File: src/rtl/load_store_unit.sv
// Load/store unit between the CPU data port and the registered-read data Memory.
// Handles one request at a time, with alignment/range checks and load extension.
module load_store_unit #(
  parameter int MEM_SIZE = 1024
) (
  input  logic        clock,
  input  logic        reset,
  input  logic        req_valid,
  output logic        req_ready,
  input  logic        req_write,
  input  logic [2:0]  req_funct3,
  input  logic [31:0] req_address,
  input  logic [31:0] req_wdata,
  input  logic [4:0]  req_rd,
  output logic [31:0] mem_address,
  output logic [3:0]  mem_width,
  output logic        mem_write,
  output logic [31:0] mem_wdata,
  input  logic [31:0] mem_rdata,
  output logic        resp_valid,
  output logic        resp_write,
  output logic        resp_fault,
  output logic [4:0]  resp_rd,
  output logic [31:0] resp_data
);

  typedef enum logic [1:0] {IDLE, ISSUE, CAPTURE, RESP} state_t;

  state_t      state_q, state_d;
  logic [31:0] mem_address_q, mem_address_d;
  logic [3:0]  mem_width_q, mem_width_d;
  logic        mem_write_q, mem_write_d;
  logic [31:0] mem_wdata_q, mem_wdata_d;
  logic        resp_valid_q, resp_valid_d;
  logic        resp_write_q, resp_write_d;
  logic        resp_fault_q, resp_fault_d;
  logic [4:0]  resp_rd_q, resp_rd_d;
  logic [31:0] resp_data_q, resp_data_d;
  logic [2:0]  funct3_q, funct3_d;
  logic [4:0]  rd_q, rd_d;
  logic        write_q, write_d;

  logic        accept;
  logic [3:0]  req_width;
  logic        funct3_ok;
  logic        misaligned;
  logic        out_of_range;
  logic        req_fault;
  logic [31:0] load_ext;

  assign req_ready = (state_q == IDLE) || (state_q == RESP);
  assign accept    = req_valid && req_ready;

  always_comb begin
    req_width = 4'd0;
    case (req_funct3[1:0])
      2'd0:    req_width = 4'd1;
      2'd1:    req_width = 4'd2;
      2'd2:    req_width = 4'd4;
      default: req_width = 4'd0;
    endcase
    if (req_write) funct3_ok = (req_funct3 < 3'd3);
    else           funct3_ok = (req_funct3 != 3'd3) && (req_funct3 < 3'd6);
    misaligned   = ((req_width == 4'd2) && req_address[0]) ||
                   ((req_width == 4'd4) && (req_address[1:0] != 2'b00));
    // 33-bit sum so addresses near 2^32 cannot wrap back into range
    out_of_range = ({1'b0, req_address} + {29'd0, req_width}) > 33'(MEM_SIZE);
    req_fault    = !funct3_ok || misaligned || out_of_range;
  end

  always_comb begin
    load_ext = mem_rdata;
    case (funct3_q)
      3'd0:    load_ext = {{24{mem_rdata[7]}}, mem_rdata[7:0]};
      3'd1:    load_ext = {{16{mem_rdata[15]}}, mem_rdata[15:0]};
      3'd4:    load_ext = {24'd0, mem_rdata[7:0]};
      3'd5:    load_ext = {16'd0, mem_rdata[15:0]};
      default: load_ext = mem_rdata;
    endcase
  end

  always_comb begin
    state_d       = state_q;
    mem_address_d = mem_address_q;
    mem_width_d   = 4'd0;
    mem_write_d   = 1'b0;
    mem_wdata_d   = mem_wdata_q;
    resp_valid_d  = 1'b0;
    resp_write_d  = resp_write_q;
    resp_fault_d  = resp_fault_q;
    resp_rd_d     = resp_rd_q;
    resp_data_d   = resp_data_q;
    funct3_d      = funct3_q;
    rd_d          = rd_q;
    write_d       = write_q;

    case (state_q)
      IDLE, RESP: begin
        if (accept) begin
          funct3_d      = req_funct3;
          rd_d          = req_rd;
          write_d       = req_write;
          mem_address_d = req_address;
          if (req_fault) begin
            state_d      = RESP;
            resp_valid_d = 1'b1;
            resp_write_d = 1'b0;
            resp_fault_d = 1'b1;
            resp_rd_d    = 5'd0;
            resp_data_d  = 32'd0;
          end else begin
            state_d     = ISSUE;
            mem_width_d = req_width;
            mem_write_d = req_write;
            if (req_write) mem_wdata_d = req_wdata;
          end
        end else begin
          state_d = IDLE;
        end
      end
      ISSUE: begin
        if (write_q) begin
          state_d      = RESP;
          resp_valid_d = 1'b1;
          resp_write_d = 1'b1;
          resp_fault_d = 1'b0;
          resp_rd_d    = 5'd0;
          resp_data_d  = 32'd0;
        end else begin
          state_d = CAPTURE;
        end
      end
      CAPTURE: begin
        state_d      = RESP;
        resp_valid_d = 1'b1;
        resp_write_d = 1'b0;
        resp_fault_d = 1'b0;
        resp_rd_d    = rd_q;
        resp_data_d  = load_ext;
      end
      default: state_d = IDLE;
    endcase
  end

  always_ff @(posedge clock) begin
    if (reset) begin
      state_q       <= IDLE;
      mem_address_q <= 32'd0;
      mem_width_q   <= 4'd0;
      mem_write_q   <= 1'b0;
      mem_wdata_q   <= 32'd0;
      resp_valid_q  <= 1'b0;
      resp_write_q  <= 1'b0;
      resp_fault_q  <= 1'b0;
      resp_rd_q     <= 5'd0;
      resp_data_q   <= 32'd0;
      funct3_q      <= 3'd0;
      rd_q          <= 5'd0;
      write_q       <= 1'b0;
    end else begin
      state_q       <= state_d;
      mem_address_q <= mem_address_d;
      mem_width_q   <= mem_width_d;
      mem_write_q   <= mem_write_d;
      mem_wdata_q   <= mem_wdata_d;
      resp_valid_q  <= resp_valid_d;
      resp_write_q  <= resp_write_d;
      resp_fault_q  <= resp_fault_d;
      resp_rd_q     <= resp_rd_d;
      resp_data_q   <= resp_data_d;
      funct3_q      <= funct3_d;
      rd_q          <= rd_d;
      write_q       <= write_d;
    end
  end

  assign mem_address = mem_address_q;
  assign mem_width   = mem_width_q;
  assign mem_write   = mem_write_q;
  assign mem_wdata   = mem_wdata_q;
  assign resp_valid  = resp_valid_q;
  assign resp_write  = resp_write_q;
  assign resp_fault  = resp_fault_q;
  assign resp_rd     = resp_rd_q;
  assign resp_data   = resp_data_q;

endmodule

File: config.mk
export PLATFORM = sky130hd
export DESIGN_NAME = load_store_unit
export DESIGN_NICKNAME = d
export VERILOG_FILES = /design/src/rtl/load_store_unit.sv
export SDC_FILE = /design/constraint.sdc
export NUM_CORES = 1
export LEC_CHECK = 0
export CORE_MARGIN = 1.5
export CORE_UTILIZATION = 25
export CTS_CLUSTER_DIAMETER = 60
export DETAILED_ROUTE_END_ITERATION = 10
export GPL_TIMING_DRIVEN = 0
export PLACE_DENSITY = 0.6
export SLEW_MARGIN = 5
export SYNTH_ARGS = -nofsm -noshare
export SYNTH_HDL_FRONTEND = slang
export SYNTH_SLANG_ARGS = --single-unit
File: constraint.sdc
create_clock -name clock -period 5.8 [get_ports clock]
set_input_delay 0.87 -clock clock [delete_from_list [all_inputs] [get_ports clock]]
set_output_delay 0.87 -clock clock [all_outputs]
set_load 0.02 [all_outputs]
---- After elaboration in Yosys (flattened, before gate mapping) ----
Cells that the tools add are included.
cells by class
  add/sub/neg operators ................... 1
  $lt $le $gt $ge ......................... 3
  equality and inequality tests ........... 14
  multiplexer cells ....................... 27
  bitwise operators ....................... 3
  reductions and logical operators ........ 18
operators by type and width
  operator              count
  $pmux 32 s4           1
  $mux 32               3
  $pmux 32 s3           1
  $add 32x4->33         1
  $gt 33x11->1 const B  1
  $mux 5                3
  $pmux 5 s3            1
  $mux 1                11
  $pmux 1 s3            3
  $pmux 3 s3            1
  $eq 2x2->1 const B    3
  $eq 3x3->1 const B    2
  $ne 2x2->1 const B    3
  $pmux 2 s3            1
  $eq 2x1->1 const B    2
  $eq 4x2->1 const B    1
  $eq 4x3->1 const B    1
  $logic_and 1x1->1     4
  $logic_not 2->1       2
  $logic_or 1x1->1      4
  $mux 2                2
  $reduce_and 4->1      1
  $reduce_or 4->1       1
  $eq 3x1->1 const B    1
  10 further kinds      12
storage, ports and cells
  register bits after elaboration ......... 120
  bits of input ports ..................... 108
  output and inout bits ................... 110
  word-level logic and storage cells ...... 79

---- Logic depth before layout (Yosys ltp) ----
Gate-level depths: netlist of run 1.
  depth in word-level cells ............... 10
  mapped depth ............................ 14
  gate-level depth less buffers ........... 11

---- Worst setup path after synthesis of run 1 ----
OpenSTA, ideal clock, no wires.
  kind .................................... input-to-reg
  start point ............................. input port req_funct3[0]
  end point ............................... register resp_data_q[12], in the netlist resp_data[12]
  library setup time ...................... 0.072 ns
  arrival time ............................ 3.650 ns
  data required time ...................... 5.728 ns
  setup slack ............................. 2.078 ns
  cell stages on the path ................. 12
  buffers on the path ..................... 1
  path through ............................ nor2_1 > ha_1 > fa_1 > or3b_2 > o31a_1 > o32ai_1 > a31oi_1 > nor3_1 > a41oi_2 > o21ai_4 > buf_6 > mux2i_1
on the way
  word-level cells in the longest chain between the ends .. 9
  elaborated cells on any way between the ends .. 21
  those cells by class .................... 1 x add/sub; 3 x order compare; 6 x eq/ne; 2 x mux; 9 x reduce/logical
RTL lines
  what                                                   line  text
  from (decl)                                            11    input logic [2:0] req_funct3,
  branches (longest 6 deep; another with $add 32x4->33)  --
  $logic_or 1x1->1 *                                     68    req_fault = !funct3_ok || misaligned || out_of_range;
  $ne 2x2->1 (no line) *                                 --
  $reduce_and 3->1 (no line) *                           --
  to (signal assigned)                                   170   resp_data_q <= resp_data_d;
  to (decl)                                              38    logic [31:0] resp_data_q, resp_data_d;
Every way passes the cells marked *.
A chain may end at the register's enable or synchronous reset.

---- Worst setup path in the final report of run 1 ----
  start point ............................. input port req_funct3[0]
  end point ............................... register mem_wdata_q[15], in the netlist mem_wdata[15]
on the way
  word-level cells in the longest chain between the ends .. 9
  elaborated cells on any way between the ends .. 21
  those cells by class .................... 1 x add/sub; 3 x order compare; 5 x eq/ne; 2 x mux; 1 x bitwise; 9 x reduce/logical
RTL lines
  what                                                   line  text
  $eq 2x2->1, or another cell as far along               56    case (req_funct3[1:0])
  $pmux 3 s3 *                                           56
  via req_width[0]                                       44    logic [3:0] req_width;
  branches (longest 4 deep; another with $add 32x4->33)  --
  $logic_or 1x1->1 *                                     68
  $not 1->1 (no line) *                                  --
  $reduce_and 4->1 (no line) *                           --
  to (signal assigned)                                   165   mem_wdata_q <= mem_wdata_d;
  to (decl)                                              33    logic [31:0] mem_wdata_q, mem_wdata_d;
Mark *: on every way through the listed nets, which the timed path passes.

==> qor.yml, run 1 <==
critical_path:
  path_class: "primary input to flop"
  startpoint: "req_funct3[0]"
  cp-start-kind: "primary input"
  path_max_fanout: 10
  critical_path_required_ns: 6.08
  endpoint_kind: "flop"
  r2r_start: "state_q[0]"
  critPathArrivalTime_ns: 4.71
clock_tree:
  ctsHoldBuffers: 0
  clk_latency_ns: 0.42
  cts_tree: "built"
  clkTransAtPathRegs_ns: 0.06
  clkSinkCount: 119
  cts_inserted_buffers: 17
  ctsRootBufferMaster: "clkbuf_16"
  ctsResizeCount: 0
  max-clock-path-buffers: 2
  cts_htree_levels: 4
  cts_setup_buffers: 0
floorplan:
  chipWidth_um: 156
  die_area_um2: 24200
  ios: 218
  coreArea_um2: 22800
  chipHeight_um: 156
  rows: 55
  start_util_pct: 25.6
run_status:
  outcome: "complete, no violations"
sta:
  hold_slack_ns: 0.453
  max_freq_mhz: 226
  max_slew_margin_pct: 42.0
  clock_skew_ns: 0.0108
  worstMarginPinSlew_ns: 0.870
  slew_viol_final: 0
  hold_viol: 0
  fin_crit_sh_pct: 76.3
  min_period_ns: 4.43
  grt_setup_unrepaired: "no"
  setup_viol: 0
  finalSetupTns_ns: 0
  worst_slack_ns: 1.37
synth:
  syn_nets: 822
  ys.flop_type: "dfxtp_1"
  netlist_area_um2: 5820
  synth_cells: 708
  synthTopCellsByArea: "dfxtp_1 (41%), mux2i_1 (7.2%), a21oi_1 (6.8%)"
  ys_seq_elements: 119
  synth-edff-count: 0
  async_flop_share_pct: 0
  yosys.cell_types.count: 60
  synth_top_area_cell: "dfxtp_1"
  syn_area_per_cell_um2: 8.22
  yosysWarningCount: 0
  yosysTopAreaCellShare_pct: 40.9
  ys_seq_area_share_pct: 40.9
run:
  drv_cap: 0
final_layout:
  layout_commonest_cell: "clkdlybuf4s50_1"
  fillCellCount: 2306
  layout.cells.non_filler: 1268
  drive_above_1_share_pct: 5.56
  seq_area_um2: 2380
  multi_input_area_um2: 3070
  fin_nets: 1055
  syn_to_final_growth_pct: 53.8
  final_cell_mix: "clkdlybuf4s50_1 (214), dfxtp_1 (119), nand2_1 (105), a21oi_1 (79)"
detailed_routing:
  num_vias: 5840
  wl_um: 19700
  dr.pass1.iters: 5
  routedWlPerCell_um: 15.5
  drt_iter0_markers: 270
  drtAntennaViolNets: 0
  drc: 0
  via_per_inst: 4.61
grt:
  overflow: 0
  grt_max_degree: 17
  track_usage_pct: 16.3
  grt_pass1_vias: 5659
  grt_pass1_wl_um: 30800
  antenna_found_initial: 1
place:
  dp.cells: 1235
  gp_congestion: 0.842
  dp_hpwl_um: 14500
  pre_cts_ws_ns: 0.880
  numPortBuffers: 214
worst_hold_path:
  hold_start: "rd_q[4]"
  hold_path.class: "flop to flop"
pwr:
  total_leakage_power_nw: 3.21
  vdd_drop_max_uv: 151
  pwr_density_cell_nw_per_um2: 292
[cells by family after synthesis]
logic type      count (synthesis)  share of synthesized area, %
fa+ha+maj                       6                          1.42
flops                         119                          40.9
other cells                     1                        0.0644
buf+inv                        83                          6.28
simple gates                  276                          24.4
compound gates                176                          19.0
mux                            42                          7.22
xor+xnor                        5                         0.752
[critical path, stage by stage]
cell and delay, ns:
clkdlybuf4s50_1 0.59, nor2_1 0.11, ha_1 0.23, fa_1 0.42
or3b_2 0.45, o31a_1 0.25, o32ai_1 0.22, a31oi_1 0.17
nor3_1 0.33, nand4_1 0.45, clkbuf_1 0.33, o21ai_0 0.21
a21oi_1 0.08
[power by group]
part           switching, mW  leakage (nW)  internal (mW)
Combinational          0.336          1.95          0.283
Clock                  0.404         0.288          0.684
Sequential            0.0304         0.967          0.877
Total                  0.771          3.21           1.84
[cell usage after synthesis (all sizes together), types with 4 or more instances]
master,number
dfxtp,119
nand2,105
a21oi,79
o21ai,48
clkbuf,47
mux2i,42
nand2b,40
nand3,37
inv,28
nor2,18
a211o,16
nand4,14
nand3b,13
nor3,11
buf,8
and3,7
and2,6
nor4,6
or3,6
ha,5
nor2b,4
o21a,4
[routing by layer]
layer / global-route usage (%) / vias to the layer above / wire length (µm)
met5: 0 / - / 0
met1: 21.0 / 2694 / 9030
met4: 5.40 / 0 / 303
met2: 26.2 / 179 / 9020
li1: - / 2944 / -
met3: 4.75 / 23 / 1290
[sequential cells by signal, summed over array words and instances, names as in the netlist]
name         cells
resp_valid       1
resp_write       1
resp_rd          5
mem_write        1
resp_fault       1
mem_wdata       32
resp_data       32
funct3_q         3
state_q          2
write_q          1
rd_q             5
mem_width        3
mem_address     32
[per-stage QoR]
| stage | util [%] | instance area (µm²) | power [mW] |
|---|---|---|---|
| 2_1_floorplan | - | 5820 | 1.27 |
| 3_3_place_gp | 36.7 | 8360 | 1.55 |
| 3_5_place_dp | 36.7 | 8360 | 1.55 |
| 4_1_cts | 39.3 | 8950 | 2.66 |
| 5_1_grt | 39.3 | 8950 | 2.74 |
| 6_report | 39.3 | 8960 | 2.62 |
[worst paths after layout]
check	to	slack, ns	cells past startpoint
min reg2reg	rd_q[4]	0.45	2
max reg2reg	mem_wdata[30]	2.58	10
min	rd_q[4]	0.45	2
max	mem_wdata[15]	1.37	13
[area by class of cell]
class	count	share of cell area, %
Tap cell	313	4.37
Multi-Input combinational cell	506	34.3
Timing Repair Buffer	214	23.9
Sequential cell	119	26.6
Inverter	28	1.17
Clock buffer	19	4.95
Antenna cell	1	0.0279
Buffer	55	2.91
Clock inverter	13	1.73
No activity file was read; power rests on OpenSTA's default activity.
==> inputs of run 2 (changes only) <==
Settings changed: PLACE_DENSITY 0.6 to 0.62.
Clock period 5.8 ns to 4 ns, I/O delays scaled along.
==> run 2 against run 1 <==
Setup slack got worse by 1.1 ns. Wire length rose by 0.43%. Clock skew is 0.0020 ns lower. Largest power group unchanged. Highest routed layer unchanged.
==> qor.yml, run 2 (synthesis results as in run 1) <==
critical_path:
  cp_common_cell: "buf_6"
  critPathMaxStageDelay_ns: 0.55
  critPathArrivalTime_ns: 4.05
  path_max_fanout: 10
  worst_r2r_path_depth: 10
  r2r-end: "mem_wdata[0]"
  r2r_start: "state_q[0]"
  endpoint_kind: "flop"
  crit_path_top_delay_cell: "clkdlybuf4s50_1"
  crit_chain: "clkdlybuf4s50_1 -> ha_1 -> fa_1 -> a21oi_1 -> or3_1 -> buf_6 -> nor4_4 -> nand4_1 -> a221oi_4 -> a41oi_4 -> o21a_1 -> buf_6 -> buf_12 -> mux2i_1"
  critical_path_required_ns: 4.29
  path_class: "primary input to flop"
  cp-start-kind: "primary input"
  r2r_slack_ns: 1.13
place:
  place_area_um2: 8360
  numPortBuffers: 214
  dp_hpwl_um: 14600
  dp.cells: 1235
  gp_congestion: 0.845
final_layout:
  syn_to_final_growth_pct: 54.8
  fin_area_um2: 9010
  seq_area_um2: 2380
  multi_input_area_um2: 3110
  drive_above_1_share_pct: 7.32
  layout.cells.non_filler: 1269
  fin_nets: 1057
  fillCellCount: 2371
  layout_commonest_cell: "clkdlybuf4s50_1"
  diodes: 0
  final_cell_mix: "clkdlybuf4s50_1 (212), dfxtp_1 (119), nand2_1 (105), a21oi_1 (78)"
detailed_routing:
  via_per_inst: 4.62
  num_vias: 5868
  drtAntennaViolNets: 0
  dr.pass1.iters: 4
  drt_iter0_markers: 328
  wl_um: 19700
  drc: 0
  routedWlPerCell_um: 15.6
sta:
  max_freq_mhz: 266
  finalSetupTns_ns: 0
  worstMarginPinSlew_ns: 0.835
  max_slew_margin_pct: 44.3
  hold_slack_ns: 0.453
  min_period_ns: 3.76
  hold_viol: 0
  clock_skew_ns: 0.00884
  setup_viol: 0
  grt_setup_unrepaired: "no"
  fin_crit_sh_pct: 94.1
  slew_viol_final: 0
worst_hold_path:
  hold_path_end: "mem_address[6]"
  min_delay_path_depth: 2
  hold_start: "mem_address[6]"
  hold_path.class: "flop to flop"
clock_tree:
  clkSinkCount: 119
  ctsHoldBuffers: 0
  cts_inserted_buffers: 17
  cts_tree: "built"
  clkTransAtPathRegs_ns: 0.05
  clk_latency_ns: 0.41
  max-clock-path-buffers: 2
  cts_htree_levels: 4
  ctsRootBufferMaster: "clkbuf_16"
pwr:
  total_leakage_power_nw: 3.28
  vdd_drop_max_uv: 217
  combPwrFrac_pct: 24.2
  p_int_mw: 2.62
  p_sw_mw: 1.13
  netSwitchingFraction_pct: 30.1
  sequentialPowerShare_pct: 35.1
  pwr_density_cell_nw_per_um2: 416
  total_power_mw: 3.75
  clkPwrFrac_pct: 40.8
floorplan:
  die_area_um2: 24200
  chipWidth_um: 156
  coreArea_um2: 22800
  ios: 218
  chipHeight_um: 156
  rows: 55
  start_util_pct: 25.6
grt:
  overflow: 0
  grt_pass1_vias: 5539
  antenna_found_initial: 1
  track_usage_pct: 16.2
  grt_pass1_wl_um: 30400
  grt_max_degree: 17
run_status:
  outcome: "complete, no violations"
run:
  drv_cap: 0
-- run 2: changes by cell type in the layout (fill, tap and decap cells not counted), sizes merged --
cell           delta
buf               +2
clkdlybuf4s50     -2
clkinv            +2
clkinvlp          -2
dlymetal6s2s      +2
inv               +2
bufinv            -1
clkbuf            -1
diode             -1
-- run 2: critical path, delay by kind of cell --
kind                     cells  cell delay [ns]
AND/OR/NAND/NOR              3             0.88
adder cells (fa/ha/maj)      2             0.49
multiplexers                 1             0.11
buffers and inverters        4             0.99
AO/OA/AOI/OAI                4             0.96
-- run 2: layout make-up --
cell class / count / area share [%]
multi-input combinational: 506 / 34.5
sequential: 119 / 26.4
timing repair buffer: 216 / 24.0
clock buffer: 18 / 4.87
tap: 313 / 4.34
buffer: 55 / 3.01
clock inverter: 14 / 1.65
inverter: 28 / 1.17
-- run 2: worst max-delay path by stage --
stage / slack (ns) / start / endpoint
CTS: 0.03 / req_funct3[0] / resp_data[24]
floorplan: 0.55 / req_funct3[0] / resp_data[12]
global placement: -0.59 / req_funct3[0] / mem_wdata[10]
detailed placement: -0.65 / req_funct3[0] / mem_wdata[16]
global route: 0.02 / req_address[0] / resp_data[4]
finish: 0.24 / req_address[0] / resp_data[5]
-- run 2: routing by layer --
metal	part of all wire (%)	vias to the layer above	track usage [%]	wire (µm)
met1	46	2733	20.8	9100
met5	0	-	0	0
met4	0.87	0	3.90	171
met2	47	173	26.3	9230
li1	-	2950	-	-
met3	6.3	12	5.08	1230
-- run 2: power groups by stage --
stage	Combinational, mW	Clock (mW)	Sequential (mW)
3_3_place_gp	0.903	0	1.34
5_1_grt	0.984	1.64	1.33
2_1_floorplan	0.419	0	1.42
4_1_cts	0.917	1.58	1.32
6_report	0.907	1.53	1.32
3_5_place_dp	0.908	0	1.34
-- run 2: metrics by stage --
stage | worst slack [ns] | utilization (%)
floorplan | 0.548 | -
global placement | -0.595 | 36.7
detailed placement | -0.649 | 36.7
CTS | 0.0297 | 39.4
global route | 0.0180 | 39.6
finish | 0.236 | 39.6
-- run 2: timing repair --
item | in CTS | in global routing
gates resized for setup | 4 | 26
setup buffers | 2 | 0
pin swaps | 3 | 6
hold endpoints to repair | 0 | 0
setup endpoints to repair | 63 | 72
